--- src/rtl/button_conditioner.sv ---
// Push-button conditioner: polarity normalisation, 2-flop synchroniser, debounce FSM and
// registered press/release pulses per channel. Define BTN_REPEAT_EN to add auto-repeat pulses.
module button_conditioner #(
    parameter int              NBTN            = 4,
    parameter int              DEBOUNCE_CYCLES = 120000,
    parameter logic [NBTN-1:0] ACTIVE_LOW_MASK = 4'b1000,
    parameter int              REPEAT_DELAY    = 6000000,
    parameter int              REPEAT_RATE     = 1200000
) (
    input  logic                CLK,
    input  logic                RST_N,
    input  logic [NBTN-1:0]     btn_raw,
    output logic [NBTN-1:0]     btn_level,
    output logic [NBTN-1:0]     btn_press,
    output logic [NBTN-1:0]     btn_release,
    output logic [NBTN-1:0]     btn_repeat,
    output logic [2*NBTN-1:0]   dbg_state
);

    localparam int            CW       = $clog2(DEBOUNCE_CYCLES + 1);
    localparam logic [CW-1:0] CNT_LAST = CW'(DEBOUNCE_CYCLES - 1);
    localparam logic [CW-1:0] CNT_MAX  = '1;

`ifdef BTN_REPEAT_EN
    localparam int            RPT_MAX  = (REPEAT_DELAY > REPEAT_RATE) ? REPEAT_DELAY : REPEAT_RATE;
    localparam int            RW       = $clog2(RPT_MAX + 1);
    localparam logic [RW-1:0] RD_LAST  = RW'(REPEAT_DELAY - 1);
    localparam logic [RW-1:0] RR_LAST  = RW'(REPEAT_RATE - 1);
`endif

    typedef enum logic [1:0] {
        ST_UP     = 2'd0,
        ST_CHK_DN = 2'd1,
        ST_DOWN   = 2'd2,
        ST_CHK_UP = 2'd3
    } state_t;

    for (genvar g = 0; g < NBTN; g++) begin : g_ch
        logic          sync1_q, sync2_q;
        state_t        state_q, state_d;
        logic [CW-1:0] cnt_q, cnt_d;
        logic          level_q, level_d;
        logic          press_q, press_d;
        logic          release_q, release_d;

        always_ff @(posedge CLK or negedge RST_N) begin
            if (!RST_N) begin
                sync1_q   <= 1'b0;
                sync2_q   <= 1'b0;
                state_q   <= ST_UP;
                cnt_q     <= '0;
                level_q   <= 1'b0;
                press_q   <= 1'b0;
                release_q <= 1'b0;
            end else begin
                sync1_q   <= btn_raw[g] ^ ACTIVE_LOW_MASK[g];
                sync2_q   <= sync1_q;
                state_q   <= state_d;
                cnt_q     <= cnt_d;
                level_q   <= level_d;
                press_q   <= press_d;
                release_q <= release_d;
            end
        end

        // Counter saturates; every state change below clears it explicitly.
        always_comb begin
            state_d   = state_q;
            cnt_d     = (cnt_q == CNT_MAX) ? cnt_q : cnt_q + 1'b1;
            level_d   = level_q;
            press_d   = 1'b0;
            release_d = 1'b0;
            case (state_q)
                ST_UP: begin
                    cnt_d = '0;
                    if (sync2_q) state_d = ST_CHK_DN;
                end
                ST_CHK_DN: begin
                    if (!sync2_q) begin
                        state_d = ST_UP;
                        cnt_d   = '0;
                    end else if (cnt_q == CNT_LAST) begin
                        state_d = ST_DOWN;
                        cnt_d   = '0;
                        level_d = 1'b1;
                        press_d = 1'b1;
                    end
                end
                ST_DOWN: begin
                    cnt_d = '0;
                    if (!sync2_q) state_d = ST_CHK_UP;
                end
                ST_CHK_UP: begin
                    if (sync2_q) begin
                        state_d = ST_DOWN;
                        cnt_d   = '0;
                    end else if (cnt_q == CNT_LAST) begin
                        state_d   = ST_UP;
                        cnt_d     = '0;
                        level_d   = 1'b0;
                        release_d = 1'b1;
                    end
                end
                default: begin
                    state_d = ST_UP;
                    cnt_d   = '0;
                    level_d = 1'b0;
                end
            endcase
        end

        assign btn_level[g]          = level_q;
        assign btn_press[g]          = press_q;
        assign btn_release[g]        = release_q;
        assign dbg_state[2*g +: 2]   = state_q;

`ifdef BTN_REPEAT_EN
        logic [RW-1:0] rpt_cnt_q, rpt_cnt_d;
        logic          rpt_first_q, rpt_first_d;
        logic          rpt_q, rpt_d;

        always_ff @(posedge CLK or negedge RST_N) begin
            if (!RST_N) begin
                rpt_cnt_q   <= '0;
                rpt_first_q <= 1'b0;
                rpt_q       <= 1'b0;
            end else begin
                rpt_cnt_q   <= rpt_cnt_d;
                rpt_first_q <= rpt_first_d;
                rpt_q       <= rpt_d;
            end
        end

        // Advances only while steadily held in DOWN; CHK_UP (or leaving DOWN) freezes it.
        always_comb begin
            rpt_cnt_d   = rpt_cnt_q;
            rpt_first_d = rpt_first_q;
            rpt_d       = 1'b0;
            if (state_q == ST_DOWN && sync2_q) begin
                if (!rpt_first_q && rpt_cnt_q == RD_LAST) begin
                    rpt_d       = 1'b1;
                    rpt_cnt_d   = '0;
                    rpt_first_d = 1'b1;
                end else if (rpt_first_q && rpt_cnt_q == RR_LAST) begin
                    rpt_d     = 1'b1;
                    rpt_cnt_d = '0;
                end else begin
                    rpt_cnt_d = rpt_cnt_q + 1'b1;
                end
            end else if (state_q == ST_UP || state_q == ST_CHK_DN) begin
                rpt_cnt_d   = '0;
                rpt_first_d = 1'b0;
            end
        end

        assign btn_repeat[g] = rpt_q;
`else
        assign btn_repeat[g] = 1'b0;
`endif
    end

endmodule

--- config.mk ---
export PLATFORM = sky130hd
export DESIGN_NAME = button_conditioner
export DESIGN_NICKNAME = d
export VERILOG_FILES = /design/src/rtl/button_conditioner.sv
export SDC_FILE = /design/constraint.sdc
export NUM_CORES = 1
export LEC_CHECK = 0
export BUFFER_PORTS_ARGS = -buffer_cell sky130_fd_sc_hd__buf_4
export CORE_ASPECT_RATIO = 0.5
export CORE_MARGIN = 4
export CORE_UTILIZATION = 60
export DETAILED_ROUTE_END_ITERATION = 10
export PLACE_DENSITY = 0.79
export RECOVER_POWER = 100
export SYNTH_ARGS = -nofsm -noshare
export SYNTH_HDL_FRONTEND = slang
export SYNTH_SLANG_ARGS = --single-unit
export TNS_END_PERCENT = 5
--- constraint.sdc ---
create_clock -name CLK -period 3.78 [get_ports CLK]
set_clock_uncertainty 0.2 [all_clocks]
set_input_delay 0.189 -clock CLK [delete_from_list [all_inputs] [get_ports CLK]]
set_output_delay 0.189 -clock CLK [all_outputs]
set_load 0.1 [all_outputs]
==> impl_results.md, run 1 <==
* CTS tree: done
* DR WL met3 at 376 um
* PostCTS Resize Cnt at 0
* Peak VDD IR at 0.2754 mV
* CP Capture Type: register
* Seq cells post-synth at 96
* Synth Instances at 473
* Main synth FF type: dfrtp_1
* Routability cong. at between 0.8 and 0.9
* Post-synthesis compound-gate area fraction at 10.58%
* Die X at 134.8 um
* Least-Margin Pin Slew at 1632 ps
* WS Path Type: reg2reg
* Num ports at 30
* Area contributors post-synth: dfrtp_1 (50%), nor2_1 (4.3%), xnor2_1 (3.3%)
* Hold_ws at 149.8 ps
* Via/cell ratio at 5.842
* Count of final hold-check violations at 0
* Hold Path Class: reg2reg
* Via count at 3552
* Sequential share of the synthesized area at about half
* Violated checks: max-capacitance violations, max-slew violations
* Global-route wire length before repair at 16270 um
* Root Driver: clkbuf_16
* Multiplexer area fraction after synthesis at 0.7521%
* Multi-input logic area at 0.002175 sq mm
* Pwr Density at 384.4 mW/mm^2
* DP HPWL at ~6000 um
* # DRC at 0
* Synth async-reset ratio at 100.0%
* Crit path max fanout at 17
* CP Launch Type: register
* Layout cells sized above 1 at ~6.8%
* GRT Total Usage at 20.79%
* Wire per inst at 15.05 um
* Global route overflow at 0
* Synth Cell Area at 0.004825 sq mm
* Final wirelength at 9152 um
* M1 wire length at 4265 um
* Syn_area_per_cell at 10.20 sq um
* Clock slew at reported path FFs at about 70 ps
* Post-Synth Simple-Gate Area at 27.70%
* Register area at 0.002402 sq mm
* Crit share post-route at 69.19%
* Port bufs at 25
* Vias in the first global route at 3447
* Leak at 2.118 nW
* Pins Over Slew Limit at 70
* H-tree depth at 3
* Critical path required time at 3810 ps
* Worst path arrival time at 2640 ps
* Final antenna-violating net count at 0
* Largest net degree at the start of global routing at 70
* Top-count cell post-synth: dfrtp_1
* Antenna cells at 0
* Number of DRC markers in iteration 0 at 255
* Run status: finished with violations
* Drt first pass iters at 4
* Synth cell count leaders: dfrtp_1 (96), nor2_1 (55), nand2_1 (34)
* Minimum clock period at 2615 ps
* FILL cells at 608
* Antenna violations before repair at 0
* Area Growth Syn to Fin at 7.235%
* Top routing layer in use: met4
* Total of max-cap violations at 1
* Synth Area in XOR/XNOR at 6.172%
* Core Area at 0.007570 sq mm
* Row cnt at 22
* Post-synthesis adder-cell area fraction at 1.037%
* Die Area at 0.009627 sq mm
* Clock Sink Count at 96
* CTS buffer count at 9
* Met2 wire length at between 4000 and 5000 um
* Setup violations, final at 0
* Cell taking the most area after synthesis: dfrtp_1
* Starting density of the core at 63.74%
* Syn. warnings at 0
* Max clock buf depth at 2
* Relative slew margins at -8.811%
* Clock Latency Late Sink at 340 ps
* Unrepaired setup endpoints after global routing: false
* Count of cell types in the netlist at 60
* Die Y at approximately 71 um
* Postcts setup bufs at 0
* Largest family of logic cells by synthesized area: simple AND/OR/NAND/NOR gates
* Final net count at 505
* Flop2flop setup slack at between 1000 and 1500 ps
* Max Freq at 382.3 MHz
* Proportion of netlist area held by the largest area contributor at 49.79%
* Setup TNS at 0 ps
* Number of synthesized flops with an enable pin at 0
[worst paths after layout]
kind,start,endpoint,cells after the start
setup / recovery,g_ch[3].cnt_q[8],g_ch[3].cnt_q[8],5
hold / removal,g_ch[1].sync1_q,g_ch[1].sync2_q,0
setup reg to reg,g_ch[3].cnt_q[8],g_ch[3].cnt_q[8],5
hold reg to reg,g_ch[1].sync1_q,g_ch[1].sync2_q,0
max in group asynchronous,RST_N,g_ch[0].cnt_q[11],3
min in group asynchronous,RST_N,async pin,2
[flip-flops by register name, summed over array words and instances, names as in the netlist, named ones only]
name	flops
g_ch.sync2_q	4
g_ch.press_q	4
g_ch.cnt_q	68
g_ch.release_q	4
g_ch.sync1_q	4
g_ch.level_q	4
g_ch.state_q	4
[cell type report]
class                           instances  share of cell area [%]
Clock buffer                           11                   4.498
Clock inverter                          5                  0.7981
Inverter                                6                  0.4353
Multi-Input combinational cell        351                   42.03
Sequential cell                        96                   46.43
Tap cell                              108                   2.612
Timing Repair Buffer                   31                   3.192
[metal layers]
layer	up-vias	GRT usage [%]
met3	12	5.119
li1	1771	-
met5	-	0
met4	0	7.449
met2	67	33.59
met1	1702	27.72
[repair_timing]
action / CTS / global route
hold endpoints to repair: 72 / 0
hold buffers: 5 / 0
endpoints found under the setup margin: 0 / 0
[per-stage QoR]
step | power [mW] | setup slack (ps) | cell area, sq um | cells | util (%)
final | 1.989 | 1165 | 5174 | 608 | 68.35
after CTS | 2.021 | 1413 | 5325 | 608 | 70.35
after floorplan | 1.130 | 1695 | 4836 | 476 | -
after global routing | 2.072 | 842.4 | 5174 | 608 | 68.35
after global placement | 1.158 | 1549 | 5001 | 587 | 66.07
after detailed placement | 1.161 | 1416 | 5001 | 587 | 66.07
[power breakdown]
part           internal [mW]  switching, mW  total, mW
Sequential              1.04        0.00951       1.05
Clock                  0.454          0.397      0.851
Combinational         0.0169         0.0743     0.0912
[cells by family after synthesis]
group,after synthesis
and+or+nand+nor,228
DFF,96
AOI/OAI and AO/OA,78
xor gates and xnor gates,34
buffers and inverters,29
adders and majority gates,4
muxes,3
other,1
[critical path: stages, from the launching register on]
cell and delay, ps:
dfrtp_1 430, or4b_2 680, nor4_1 400, nand3b_1 570, a31oi_1 80, o21a_1 140
[cells in the final DEF (no fill, tap or decap), types with 3 or more instances in the layout]
master         instances
nor4_1                 8
nand3b_1               5
conb_1                 4
clkbuf_1              22
o21ai_0               11
xor2_1                16
nor3_1                22
a211o_1                3
nand3_1               24
a31oi_1               16
xnor2_1               18
o21a_1                 6
and4_1                 7
nand4_1               16
dfrtp_1               96
nor3b_1                9
nand4bb_1              3
nor2_1                55
clkbuf_4               4
nand2_1               35
clkbuf_16              9
or2_2                  4
dlygate4sd3_1          5
and3_1                12
a21oi_1               19
or3_1                  5
ha_1                   4
a21boi_0               4
a211oi_1               9
and2_1                 4
inv_1                  6
Note: power is estimated with default switching activity, not from simulation.
==> inputs of run 2 (changes only) <==
- clock period: 3.78 -> 2.6 ns (I/O delays scaled with it)
==> impl_results.md, run 2 (synthesized netlist as in run 1, its figures left out) <==
* DP HPWL at 5945 um (-3.6%)
* Num ports at 30 (unchanged)
* Worst hold start: g_ch[3].sync1_q
* Root Driver: clkbuf_16
* Via/cell ratio at 5.866 (+0.41%)
* Final net count at 508 (+0.59%)
* Leak at 2.151 nW (+1.5%)
* Number of DRC markers in iteration 0 at 311 (+22%)
* Final antenna-violating net count at 0 (unchanged)
* Core Area at 0.007570 sq mm (unchanged)
* WS Path Type: reg2reg
* Via count at 3584 (+0.90%)
* Die Area at 0.009627 sq mm (unchanged)
* Relative slew margins at 20.78% (+30 points)
* Most frequent cells in the layout: dfrtp_1 (96), nor2_1 (55), nand2_1 (35), nand3_1 (24), nor3_1 (21)
* Pwr Density at 564.1 mW/mm^2 (+47%)
* Pins Over Slew Limit at 0 (-100%)
* CP Capture Type: register
* Area Growth Syn to Fin at 8.688%
* RR Startpoint: g_ch[3].cnt_q[8]
* Port bufs at 25 (unchanged)
* Total of max-cap violations at 0 (-1)
* Clock Latency Late Sink at 350 ps (about the same)
* Setup ws final at 174.3 ps (-990.3 ps)
* Unrepaired setup endpoints after global routing: false
* Depth of the most critical reg-to-reg path at 5 (unchanged)
* # DRC at 0 (unchanged)
* GRT Total Usage at 20.02% (-0.77 points)
* Largest net degree at the start of global routing at 51 (-27%)
* Worst Hold End: g_ch[3].sync2_q
* Peak VDD IR at 0.3360 mV (+22%)
* Crit path max fanout at 17 (unchanged)
* Drt first pass iters at 4 (unchanged)
* Count of final hold-check violations at 0 (unchanged)
* Clock slew at reported path FFs at 70 ps (about the same)
* Routability cong. at 0.8257 (-3.8%)
* Global route overflow at 0 (unchanged)
* Antenna cells at 0 (unchanged)
* H-tree depth at 3 (unchanged)
* Hold Path Class: reg2reg
* CTS tree: done
* Setup violations, final at 0 (unchanged)
* Max clock buf depth at 2 (unchanged)
* Die X at 134.8 um (unchanged)
* Flop2flop setup slack at 170 ps (-990 ps)
* Die Y at 71.41 um (unchanged)
* CTS buffer count at 9 (unchanged)
* Global-route wire length before repair at 15940 um (-2.0%)
* Worst path arrival time at 2470 ps (-170 ps)
* Setup TNS at 0 ps (unchanged)
* Final wirelength at 8891 um (-2.9%)
* Clock Sink Count at 96 (unchanged)
* Max reg flops at 68 (unchanged)
* Most common cell after layout, fill and taps aside: dfrtp_1
* Least-Margin Pin Slew at 1193 ps (-438.7 ps)
* Row cnt at 22 (unchanged)
* Wire per inst at 14.55 um (-3.3%)
* Run status: finished clean
* Max Freq at 412.3 MHz (+7.8%)
* Largest Register: g_ch.cnt_q
* Worst Setup SP: g_ch[3].cnt_q[8]
* FILL cells at 616 (+1.3%)
* CP Launch Type: register
* Worst reg2reg endpoint: g_ch[3].cnt_q[8]
* Critical path required time at 2640 ps (-1170 ps)
* Hold depth at 0 (unchanged)
* Starting density of the core at 63.74% (unchanged)
* Minimum clock period at 2426 ps (-189.7 ps)
* Layout cells sized above 1 at 8.748% (+1.9 points)
* Antenna violations before repair at 0 (unchanged)
* Crit share post-route at 93.30% (+24 points)
* PostCTS Resize Cnt at 0 (unchanged)
* Vias in the first global route at 3471 (+0.70%)
* Pre-CTS WS at 266.1 ps (-1150 ps)
[run 2: where the power goes]
group	internal, mW	switching (mW)
combinational	0.0262	0.108
sequential	1.51	0.0148
clock	0.680	0.622
total	2.21	0.745
[run 2: per-stage QoR]
stage	cell area [sq um]	hold slack (ps)	std cells	total power, mW	utilization [%]
after floorplan	4836	-365.6	476	1.642	-
after global placement	5036	-12.85	590	1.687	66.53
after detailed placement	5036	-7.784	590	1.690	66.53
after CTS	5385	155.8	611	2.997	71.14
after global routing	5244	158.7	611	3.077	69.27
final	5244	152.6	611	2.958	69.27
[run 2: cell type report]
cell class	count	area (sq um)	share of cell area, %
flip-flops and latches	96	2402	45.81
clock buffers	9	225.2	4.295
repair buffers	34	187.7	3.579
clock inverters	7	73.82	1.408
well taps	108	135.1	2.577
multi-input cells	351	2197	41.90
inverters	6	22.52	0.4295
[run 2: what timing repair did]
action	4_1_cts	5_1_grt
buffers inserted	0	0
hold endpoints to repair	53	0
hold buffers	5	0
[run 2: worst max path at each step]
stage,to,slack [ps],cells past startpoint
finish,g_ch[3].cnt_q[8],170,5
global route,g_ch[3].cnt_q[8],80,5
CTS,g_ch[1].cnt_q[13],270,6
detailed placement,g_ch[1].cnt_q[13],270,6
global placement,g_ch[1].cnt_q[13],370,6
floorplan,register,510,5
[run 2: critical path, stage by stage, from the launching register on]
cell,delay [ps]
dfrtp_1,430
or4b_2,680
nor4_1,400
nand3b_2,410
a31oi_1,80
o21a_1,120
[run 2: routing by layer]
layer	GRT usage, %	vias up	share of wire, %
met2	31.71	68	46
met1	27.40	1740	48
met5	0	-	0
met3	5.750	9	4.7
li1	-	1767	-
met4	5.418	0	0.79
==> inputs of run 3 (changes only) <==
- ABC_AREA: unset -> 1
- PLACE_DENSITY: 0.79 -> 0.78
==> impl_results.md, run 3 <==
* Run status: finished clean
* Antenna violations before repair at 0 (unchanged)
* Final antenna-violating net count at 0 (unchanged)
* Comb pwr share at 4.6% (about the same)
* Worst Setup EP: g_ch[1].cnt_q[1]
* Critical path required time at 2630 ps (about the same)
* Utilization after layout at 69.04% (-0.24 points)
* Sw Ratio at 21.41% (-3.8 points)
* Clock Sink Count at 96 (unchanged)
* Postcts setup bufs at 0 (unchanged)
* Port bufs at 25 (unchanged)
* Most common cell after layout, fill and taps aside: nand2_1
* Clock slew at reported path FFs at 70 ps (about the same)
* Least-Margin Pin Slew at 1183 ps (-10.07 ps)
* Core Area at 0.008979 sq mm (+19%)
* Die X at 145.9 um (+8.2%)
* Row cnt at 24 (+9.1%)
* # DRC at 0 (unchanged)
* Worst path arrival time at 2290 ps (-180 ps)
* Vias in the first global route at 4795 (+38%)
* Net switching power at 0.7104 mW (-4.6%)
* Crit share post-route at 86.83% (-6.5 points)
* Starting density of the core at 63.57% (-0.16 points)
* Clk pwr share at 49.3% (+5.3 points)
* Synth Instances at 807 (+71%)
* Max Freq at 443.0 MHz (+7.5%)
* Proportion of netlist area held by the largest area contributor at 42.09% (-7.7 points)
* Largest Register: g_ch.cnt_q
* CP Capture Type: register
* Clock Latency Late Sink at 340 ps (about the same)
* Routability cong. at 0.9076 (+9.9%)
* RR Startpoint: g_ch[1].cnt_q[0]
* Largest net degree at the start of global routing at 53 (+3.9%)
* Hold Path Class: reg2reg
* H-tree depth at 3 (unchanged)
* Wire per inst at 12.90 um (-11%)
* Pwr Density at 535.3 mW/mm^2 (-5.1%)
* Synth cell count leaders: nand2_1 (207), nor2_1 (130), inv_1 (102)
* Depth of the most critical reg-to-reg path at 8 (+3)
* Final wirelength at 12240 um (+38%)
* Area Growth Syn to Fin at 8.593% (about the same)
* Cell taking the most area after synthesis: dfrtp_1
* Max reg flops at 68 (unchanged)
* Total of max-cap violations at 0 (unchanged)
* Int Pwr at 2.608 mW (+18%)
* Antenna cells at 0 (unchanged)
* Root Driver: clkbuf_16
* Final net count at 837 (+65%)
* Via/cell ratio at 5.446 (-7.2%)
* Top-count cell post-synth: nand2_1
* Relative slew margins at 21.44% (+0.67 points)
* Peak VDD IR at 0.3223 mV (-4.1%)
* Count of cell types in the netlist at 36 (-40%)
* PostCTS Resize Cnt at 0 (unchanged)
* Area contributors post-synth: dfrtp_1 (42%), nand2_1 (14%), nor2_1 (8.5%)
* Worst Setup SP: g_ch[1].cnt_q[0]
* Global route overflow at 0 (unchanged)
* Global-route wire length before repair at 21690 um (+36%)
* Cell Area, Placed at 0.005891 sq mm (+17%)
* Number of synthesized flops with an enable pin at 0 (unchanged)
* Sequential share of the synthesized area at 42.09% (-7.7 points)
* Die Y at 76.97 um (+7.8%)
* Worst reg2reg endpoint: g_ch[1].cnt_q[1]
* DP HPWL at 8804 um (+48%)
* WS Path Type: reg2reg
* Flop2flop setup slack at 340 ps (+170 ps)
* Num ports at 30 (unchanged)
* Via count at 5168 (+44%)
* Main synth FF type: dfrtp_1
* CP Launch Type: register
* Register share of total power at 46.1% (-5.4 points)
* Pins Over Slew Limit at 0 (unchanged)
* GRT Total Usage at 22.88% (+2.9 points)
* Syn. warnings at 0 (unchanged)
* Unrepaired setup endpoints after global routing: false
* Leak at 2.986 nW (+39%)
* Count of final hold-check violations at 0 (unchanged)
* Seq cells post-synth at 96 (unchanged)
* Die Area at 0.01123 sq mm (+17%)
* Syn_area_per_cell at 7.073 sq um (-31%)
* Max clock buf depth at 2 (unchanged)
* CTS buffer count at 9 (unchanged)
* Most frequent cells in the layout: nand2_1 (209), nor2_1 (133), inv_1 (102), dfrtp_1 (96), nand3_1 (90)
* Number of DRC markers in iteration 0 at 356 (+14%)
* Setup TNS at 0 ps (unchanged)
* Minimum clock period at 2257 ps (-168.2 ps)
* Placed insts at 928 (+57%)
* Layout cells sized above 1 at 4.928% (-3.8 points)
* Synth async-reset ratio at 100.0% (unchanged)
* Layout Cells excl Fill at 949 (+55%)
* Crit path max fanout at 15 (-2)
* Post-route cell area at 0.006198 sq mm (+18%)
* Synth Cell Area at 0.005708 sq mm (+18%)
* Drt first pass iters at 4 (unchanged)
* CTS tree: done
* Setup violations, final at 0 (unchanged)
run 3: cell count changes after synthesis, sizes merged, moves of 11 or more:
| cell | delta |
|---|---|
| nand2 | +177 |
| inv | +98 |
| nor2 | +82 |
| nand3 | +68 |
| nand4 | +23 |
| and3 | -12 |
| xnor2 | -12 |
| a31oi | -11 |
| xor2 | -11 |
run 3: worst min path at each step:
stage | cells after the start | from | to
floorplan | 0 | RST_N | async pin
global placement | 1 | RST_N | g_ch[1].cnt_q[2]
detailed placement | 1 | RST_N | g_ch[1].cnt_q[2]
CTS | 0 | g_ch[1].sync1_q | g_ch[1].sync2_q
global route | 0 | g_ch[3].sync1_q | g_ch[3].sync2_q
finish | 0 | g_ch[1].sync1_q | g_ch[1].sync2_q
run 3: logic make-up after synthesis:
family | share of synthesized area [%]
xor gates and xnor gates | 1.688
AOI/OAI and AO/OA | 4.450
and+or+nand+nor | 40.60
adders and majority gates | 0.8768
other | 0.06570
buffers and inverters | 10.24
DFF | 42.09
run 3: cell type report:
type                            instances  area (sq um)
Timing Repair Buffer                   32         187.7
Clock buffer                           10         239.0
Sequential cell                        96          2402
Fill cell                             785          2780
Multi-Input combinational cell        583          2691
Tap cell                              117         146.4
Inverter                              105         394.1
Clock inverter                          6         137.6
run 3: routing by layer:
layer | share of wire (%) | up-vias | global-route usage, %
met3 | 5.0 | 26 | 5.124
li1 | - | 2613 | -
met1 | 47 | 2397 | 30.52
met2 | 46 | 132 | 37.52
met4 | 1.8 | 0 | 7.102
met5 | 0 | - | 0
run 3: power by group through the flow:
stage	Clock [mW]	Combinational (mW)	Sequential, mW
5_1_grt	1.75	0.171	1.53
3_5_place_dp	0	0.154	1.56
6_report	1.64	0.153	1.53
4_1_cts	1.67	0.160	1.53
2_1_floorplan	0	0.0799	1.57
3_3_place_gp	0	0.151	1.56
run 3: per-stage QoR:
step                      worst slack [ps]  power, mW  hold slack [ps]
after floorplan                      432.8      1.653           -365.6
after global placement               472.9      1.709           -29.12
after detailed placement             424.0      1.712           -16.81
after CTS                            414.9      3.357            153.4
after global routing                 88.68      3.455            167.5
final                                342.5      3.318            150.4
run 3: what timing repair did:
item,in CTS,in global routing
endpoints found under the setup margin,0,0
hold endpoints to repair,48,0
hold buffers,5,0
run 3: worst max-delay path, cell delays in order, from the launching register on:
cell and delay (ps):
dfrtp_1 420, ha_1 190, nand2_1 100, inv_1 80, nand2_1 140, nor2_4 140, nand4_1 470, o21ai_0 340
nor2_1 60
